**src/rtl/fifo_rptr_empty.sv**
```systemverilog
// Read-side pointer and empty/level flags for the async FIFO.
// Consumes the synchronized Gray write pointer; emits Gray read pointer.
module fifo_rptr_empty #(
  parameter int WIDTH         = 3,
  parameter int AEMPTY_THRESH = 2
) (
  input  logic             clk,
  input  logic             rst,
  input  logic             rd_en,
  input  logic [WIDTH:0]   rq2_wptr,
  output logic [WIDTH-1:0] raddr,
  output logic [WIDTH:0]   rptr,
  output logic             empty,
  output logic             almost_empty,
  output logic [WIDTH:0]   rlevel,
  output logic             rd_ack,
  output logic             underflow
);

  localparam logic [WIDTH:0] AE_TH = (WIDTH+1)'(AEMPTY_THRESH);

  logic [WIDTH:0] rbin;
  logic [WIDTH:0] rbin_next;
  logic [WIDTH:0] rgray_next;
  logic [WIDTH:0] wbin;
  logic [WIDTH:0] lvl_next;
  logic           rd_fire;

  assign rd_fire    = rd_en & ~empty;
  assign rbin_next  = rbin + {{WIDTH{1'b0}}, rd_fire};
  assign rgray_next = rbin_next ^ (rbin_next >> 1);

  // Gray to binary: each bit is the XOR of itself and all higher bits
  always_comb begin
    wbin = '0;
    for (int i = 0; i <= WIDTH; i++) begin
      wbin[i] = ^(rq2_wptr >> i);
    end
  end

  assign lvl_next = wbin - rbin_next;
  assign raddr    = rbin[WIDTH-1:0];

  always_ff @(posedge clk or posedge rst) begin
    if (rst) begin
      rbin         <= '0;
      rptr         <= '0;
      empty        <= 1'b1;
      almost_empty <= 1'b1;
      rlevel       <= '0;
      rd_ack       <= 1'b0;
      underflow    <= 1'b0;
    end else begin
      rbin         <= rbin_next;
      rptr         <= rgray_next;
      empty        <= (rgray_next == rq2_wptr);
      almost_empty <= (lvl_next <= AE_TH);
      rlevel       <= lvl_next;
      rd_ack       <= rd_fire;
      underflow    <= underflow | (rd_en & empty);
    end
  end

endmodule

```
**config.mk**
```make
export PLATFORM = sky130hd
export DESIGN_NAME = fifo_rptr_empty
export DESIGN_NICKNAME = d
export VERILOG_FILES = /design/src/rtl/fifo_rptr_empty.sv
export SDC_FILE = /design/constraint.sdc
export NUM_CORES = 1
export LEC_CHECK = 0
export ABC_AREA = 1
export BUFFER_PORTS_ARGS = -buffer_cell sky130_fd_sc_hd__buf_4
export CAP_MARGIN = 20
export CORE_MARGIN = 2
export CORE_UTILIZATION = 45
export CTS_CLUSTER_DIAMETER = 30
export DETAILED_ROUTE_END_ITERATION = 10
export PLACE_DENSITY_LB_ADDON = 0.15
export SLEW_MARGIN = 20
export SYNTH_ARGS = -nofsm -noshare
export SYNTH_HDL_FRONTEND = slang
export SYNTH_SLANG_ARGS = --single-unit
```
**constraint.sdc**
```tcl
create_clock -name clk -period 2 [get_ports clk]
set_input_delay 0 -clock clk [delete_from_list [all_inputs] [get_ports clk]]
set_output_delay 0 -clock clk [all_outputs]
set_load 0.005 [all_outputs]
```
* Word level (Yosys, flattened, before mapping)
Index checks and enable logic that the tools add are counted.
Storage, ports and cells: output and inout bits 15, logic and storage cells 20, register bits 16, bits of input ports 7
Operators by class: reduce and logical (&&, ||, !) cells 4, add/sub/neg operators 2, order comparisons 1, eq/ne operators 1, bitwise gates (word level) 5
Operators with widths (count):
- 4-bit parity | 4
- 4-bit by 1-bit adder with 4-bit output | 1
- 4-bit == test | 1
- 4-bit by 2-bit <= comparator with 1-bit output (second input constant) | 1
- 4-bit subtractor | 1
- 4-bit by 3-bit bitwise XOR with 4-bit output | 1
- 1-bit AND | 2
- 1-bit NOT | 1
- 1-bit bitwise OR | 1

* Longest topological paths before layout
depth after elaboration 5, gate-level depth with buffers 16, depth with buffers taken out 16

* Least setup slack after synthesis
Ideal clock, no wire load.
path type register to register, start reg empty, end reg almost_empty, library setup time 0.064 ns, cell stages (with the launch flop) 14, data required time 1.936 ns, period minus slack after synthesis 2.058 ns, buffers on the path 0, arrival time 1.994 ns, setup slack -0.058 ns, cells stage by stage dfstp_2 > nor2_1 > ha_1 > ha_1 > inv_1 > nand3_2 > nand2_1 > inv_1 > ha_1 > inv_1 > nand2_1 > xor2_1 > nand2_1 > nor2_2
On the way: longest elaborated chain between the ends 5
RTL lines:
- start: declaration | RTL line 13 | output logic empty,
- start signal: assignment | RTL line 56 | empty <= (rgray_next == rq2_wptr);
- 1-bit NOT | RTL line 29 | assign rd_fire = rd_en & ~empty;
- 1-bit AND | RTL line 29
- named net rd_fire | RTL line 27 | logic rd_fire;
- 4-bit by 1-bit adder with 4-bit output | RTL line 30 | assign rbin_next = rbin + {{WIDTH{1'b0}}, rd_fire};
- named net rbin_next[1] | RTL line 23 | logic [WIDTH:0] rbin_next;
- 4-bit subtractor | RTL line 41 | assign lvl_next = wbin - rbin_next;
- 4-bit by 2-bit <= comparator with 1-bit output | RTL line 57 | almost_empty <= (lvl_next <= AE_TH);
- end signal: assignment | RTL line 57
- end: declaration | RTL line 14 | output logic almost_empty,
The timed path passes the listed nets, and every way through them passes these cells.

* Worst setup path in the final report
start reg empty, end reg almost_empty
On the way: longest elaborated chain between the ends 5
RTL lines:
- 1-bit NOT | RTL line 29
- 1-bit AND | RTL line 29
- named net rd_fire | RTL line 27
- 4-bit by 1-bit adder with 4-bit output | RTL line 30
- named net rbin_next[2] | RTL line 23
- 4-bit subtractor | RTL line 41
- named net lvl_next[3] | RTL line 26 | logic [WIDTH:0] lvl_next;
- 4-bit by 2-bit <= comparator with 1-bit output | RTL line 57
The timed path passes the listed nets, and every way through them passes these cells.

==> metrics.log <==
[metrics] cell area after synthesis: 805.8 um^2
[metrics] P_sw: 684.4 uW
[metrics] highest-count cells in the layout ignoring fill and taps: sky130_fd_sc_hd__buf_4 (27), sky130_fd_sc_hd__nand2_1 (13), sky130_fd_sc_hd__dfrtp_1 (13), sky130_fd_sc_hd__inv_1 (9), sky130_fd_sc_hd__inv_2 (7)
[metrics] ports placed on the boundary: 22
[metrics] relative slew slack: 64.74%
[metrics] total internal power: 1.121 mW
[metrics] peak supply drop: 672.6 uV
[metrics] sequential share of power: 29.0%
[metrics] Fin Hold WS: 0.09430 ns
[metrics] unrepaired setup endpoints after global routing: yes
[metrics] Worst Path Arrival: 2.13 ns
[metrics] max-slew violation count: 0
[metrics] starting density of the core: 47.18%
[metrics] cell leakage power: 0.5957 nW
[metrics] Place WS: -0.02411 ns
[metrics] clock root buffer: sky130_fd_sc_hd__clkbuf_4
[metrics] cell types occupying the most area after synthesis: sky130_fd_sc_hd__dfrtp_1 (40%), sky130_fd_sc_hd__ha_1 (7.8%), sky130_fd_sc_hd__dfstp_2 (6.5%)
[metrics] number of buffer cells added on primary ports: 21
[metrics] full die area: 2145 um^2
[metrics] Layout Skew: 0.0007790 ns
[metrics] largest net degree at the start of global routing: 16
[metrics] standard cell core area: 1708 um^2
[metrics] HPWL after detailed placement: 1081 um
[metrics] number of nets in the synthesized netlist: 94
[metrics] # H-tree levels: 1
[metrics] endpoint type of the worst setup path: register
[metrics] Seq cells post-synth: 15
[metrics] post-route cell area: 1146 um^2
[metrics] first drt pass iteration count: 3
[metrics] final weighted congestion in routability-driven placement: 0.7606
[metrics] net switching share of the total power: 37.91%
[metrics] Clock Sink Count: 15
[metrics] Power Density: 1575 nW/um^2
[metrics] number of violations of the max-capacitance limit: 0
[metrics] y dimension of the die: 46.32 um
[metrics] gate count after technology mapping: 82
[metrics] ANT cells: 0
[metrics] Clock Pin Slew Worst Setup and Hold Paths: 0.08 ns
[metrics] Placement Cell Area: 1045 um^2
[metrics] global route total overflow: 0
[metrics] Worst Tran Pin Value: 0.5284 ns
[metrics] global-route wire length before repair: 2083 um
[metrics] via/cell ratio: 4.312
[metrics] sequential cell area fraction in the yosys report: 46.89%
[metrics] count of vias placed by the detailed router: 608
[metrics] wirelength, routed: 1306 um
[metrics] DRC violation count after routing: 0
[metrics] required time at the endpoint of the critical path: 2.22 ns
[metrics] WS Path Type: reg2reg
[metrics] number of violations reported at the end of detailed-routing iteration 0: 5
[metrics] initial antenna violation count: 0
[metrics] total power consumption of the routed design: 1.806 mW
[metrics] largest fanout on the critical path: 3
[metrics] Routed wire per std cell: 9.262 um
[metrics] part of the power in the clock network: 9.2%
[metrics] Layout area overhead: 42.24%
[metrics] portion of the clock cycle consumed by the worst path in the final layout: 95.60%
[metrics] antenna-violating nets left: 0
[metrics] most common library cell in the layout ignoring fill and taps: sky130_fd_sc_hd__buf_4
[metrics] hold_sp: rq2_wptr[3]
[metrics] share of Yosys cell area claimed by the top area cell type: 40.37%
[metrics] Distinct cells, synth: 18
[metrics] buffer levels on the longest clock path: 2
[metrics] Post-layout nets: 129
[metrics] count of endpoints failing setup in the final report: 0
[metrics] TritonCTS clock tree: yes
[metrics] Total Routing Usage GR: 14.55%
[metrics] fraction of final layout cells sized beyond drive strength 1: 50.86%
[metrics] worst path setup slack after routing: 0.08800 ns
[metrics] Hold WC Path Type: in2reg
[metrics] endpoints failing hold: 0
[metrics] outcome: finished, final reports clean
[metrics] via count of the first global-routing pass: 501
[metrics] RR Startpoint: empty
[metrics] synthesis warning total: 0
[metrics] Comb power frac: 61.8%
[metrics] floorplan row count: 15
[metrics] number of buffers added by the clock tree synthesis step: 3
[metrics] source of the critical timing path: empty
[metrics] Clock Latency Late Sink: 0.27 ns
[metrics] die span in x: 46.32 um
[metrics] achievable clock frequency: 523.0 MHz
[metrics] average cell area after synthesis: 9.827 um^2
[metrics] cell taking the most area after synthesis: sky130_fd_sc_hd__dfrtp_1
[metrics] minimum clock period: 1.912 ns
[metrics] core occupancy in the finished layout: 67.11%
[metrics] type of element launching the critical path: register
==> sequential cells by signal, indices dropped and copies added (netlist names) <==
signal and flops:
almost_empty 1, rlevel 4, rd_ack 1, rbin 4, rptr 3, empty 1, underflow 1
==> synthesized netlist by cell type, drive strengths merged <==
library cell	count
nand2	21
inv	16
dfrtp	13
nand3	8
nor2	6
xor2	6
ha	5
dfstp	2
xnor2	2
a21o	1
or2	1
xnor3	1
==> power groups by stage <==
stage / sequential (mW) / clock, mW / combinational (mW)
floorplan: 0.541 / 0 / 0.660
global placement: 0.522 / 0 / 1.04
finish: 0.524 / 0.166 / 1.12
global route: 0.539 / 0.191 / 1.25
detailed placement: 0.526 / 0 / 1.06
CTS: 0.521 / 0.172 / 1.07
==> worst max-delay path: stages, from the launching register on <==
cell and delay [ns]:
sky130_fd_sc_hd__dfstp_2 0.56, sky130_fd_sc_hd__nor2_4 0.04, sky130_fd_sc_hd__ha_4 0.16, sky130_fd_sc_hd__ha_4 0.15, sky130_fd_sc_hd__inv_2 0.04, sky130_fd_sc_hd__nand2_2 0.05, sky130_fd_sc_hd__nand2_4 0.07, sky130_fd_sc_hd__inv_2 0.04
sky130_fd_sc_hd__ha_4 0.25, sky130_fd_sc_hd__inv_2 0.04, sky130_fd_sc_hd__nor2_1 0.09, sky130_fd_sc_hd__nand3_1 0.10, sky130_fd_sc_hd__nand3_1 0.09, sky130_fd_sc_hd__nand2_2 0.06, sky130_fd_sc_hd__nor2_2 0.09
==> layout make-up <==
class	count	area [um^2]
timing repair buffer	30	232.7
fill	141	561.8
multi-input combinational	51	417.9
sequential	15	377.9
clock buffer	4	26.28
tap	25	31.28
inverter	16	60.06
==> per-layer routing <==
metal / track usage [%] / vias to the layer above / share of wire, %
li1: - / 314 / -
met1: 18.45 / 274 / 46
met2: 22.22 / 16 / 49
met3: 3.529 / 4 / 3.2
met4: 8.571 / 0 / 2.0
met5: 0 / - / 0
==> path summary, 6_finish.rpt <==
check,to,slack [ns],cells past startpoint
max reg2reg,almost_empty,0.09,14
min in group asynchronous,underflow,0.32,3
max in group asynchronous,empty,1.32,3
min reg2reg,underflow,0.46,1
max,almost_empty,0.09,14
min,empty,0.09,5
==> timing repair <==
| item | CTS | global route |
|---|---|---|
| setup endpoints to repair | 2 | 2 |
| pin swaps | 0 | 16 |
| resized for setup | 2 | 9 |
| hold buffers | 3 | 0 |
| hold endpoints to repair | 16 | 0 |
| buffers inserted | 0 | 1 |
==> per-stage QoR <==
step           instances  setup TNS, ns
2_1_floorplan         82              0
3_3_place_gp         133              0
3_5_place_dp         133       -0.03586
4_1_cts              140              0
5_1_grt              141       -0.02931
6_report             141              0
==> logic make-up after synthesis <==
logic type	after synthesis	synth area share, %
and+or+nand+nor	36	24.53
buffers and inverters	16	7.454
DFF	15	46.89
xor gates and xnor gates	9	12.42
adders and majority gates	5	7.764
AOI/OAI and AO/OA	1	0.9320
(Power assumes the default switching activity.)
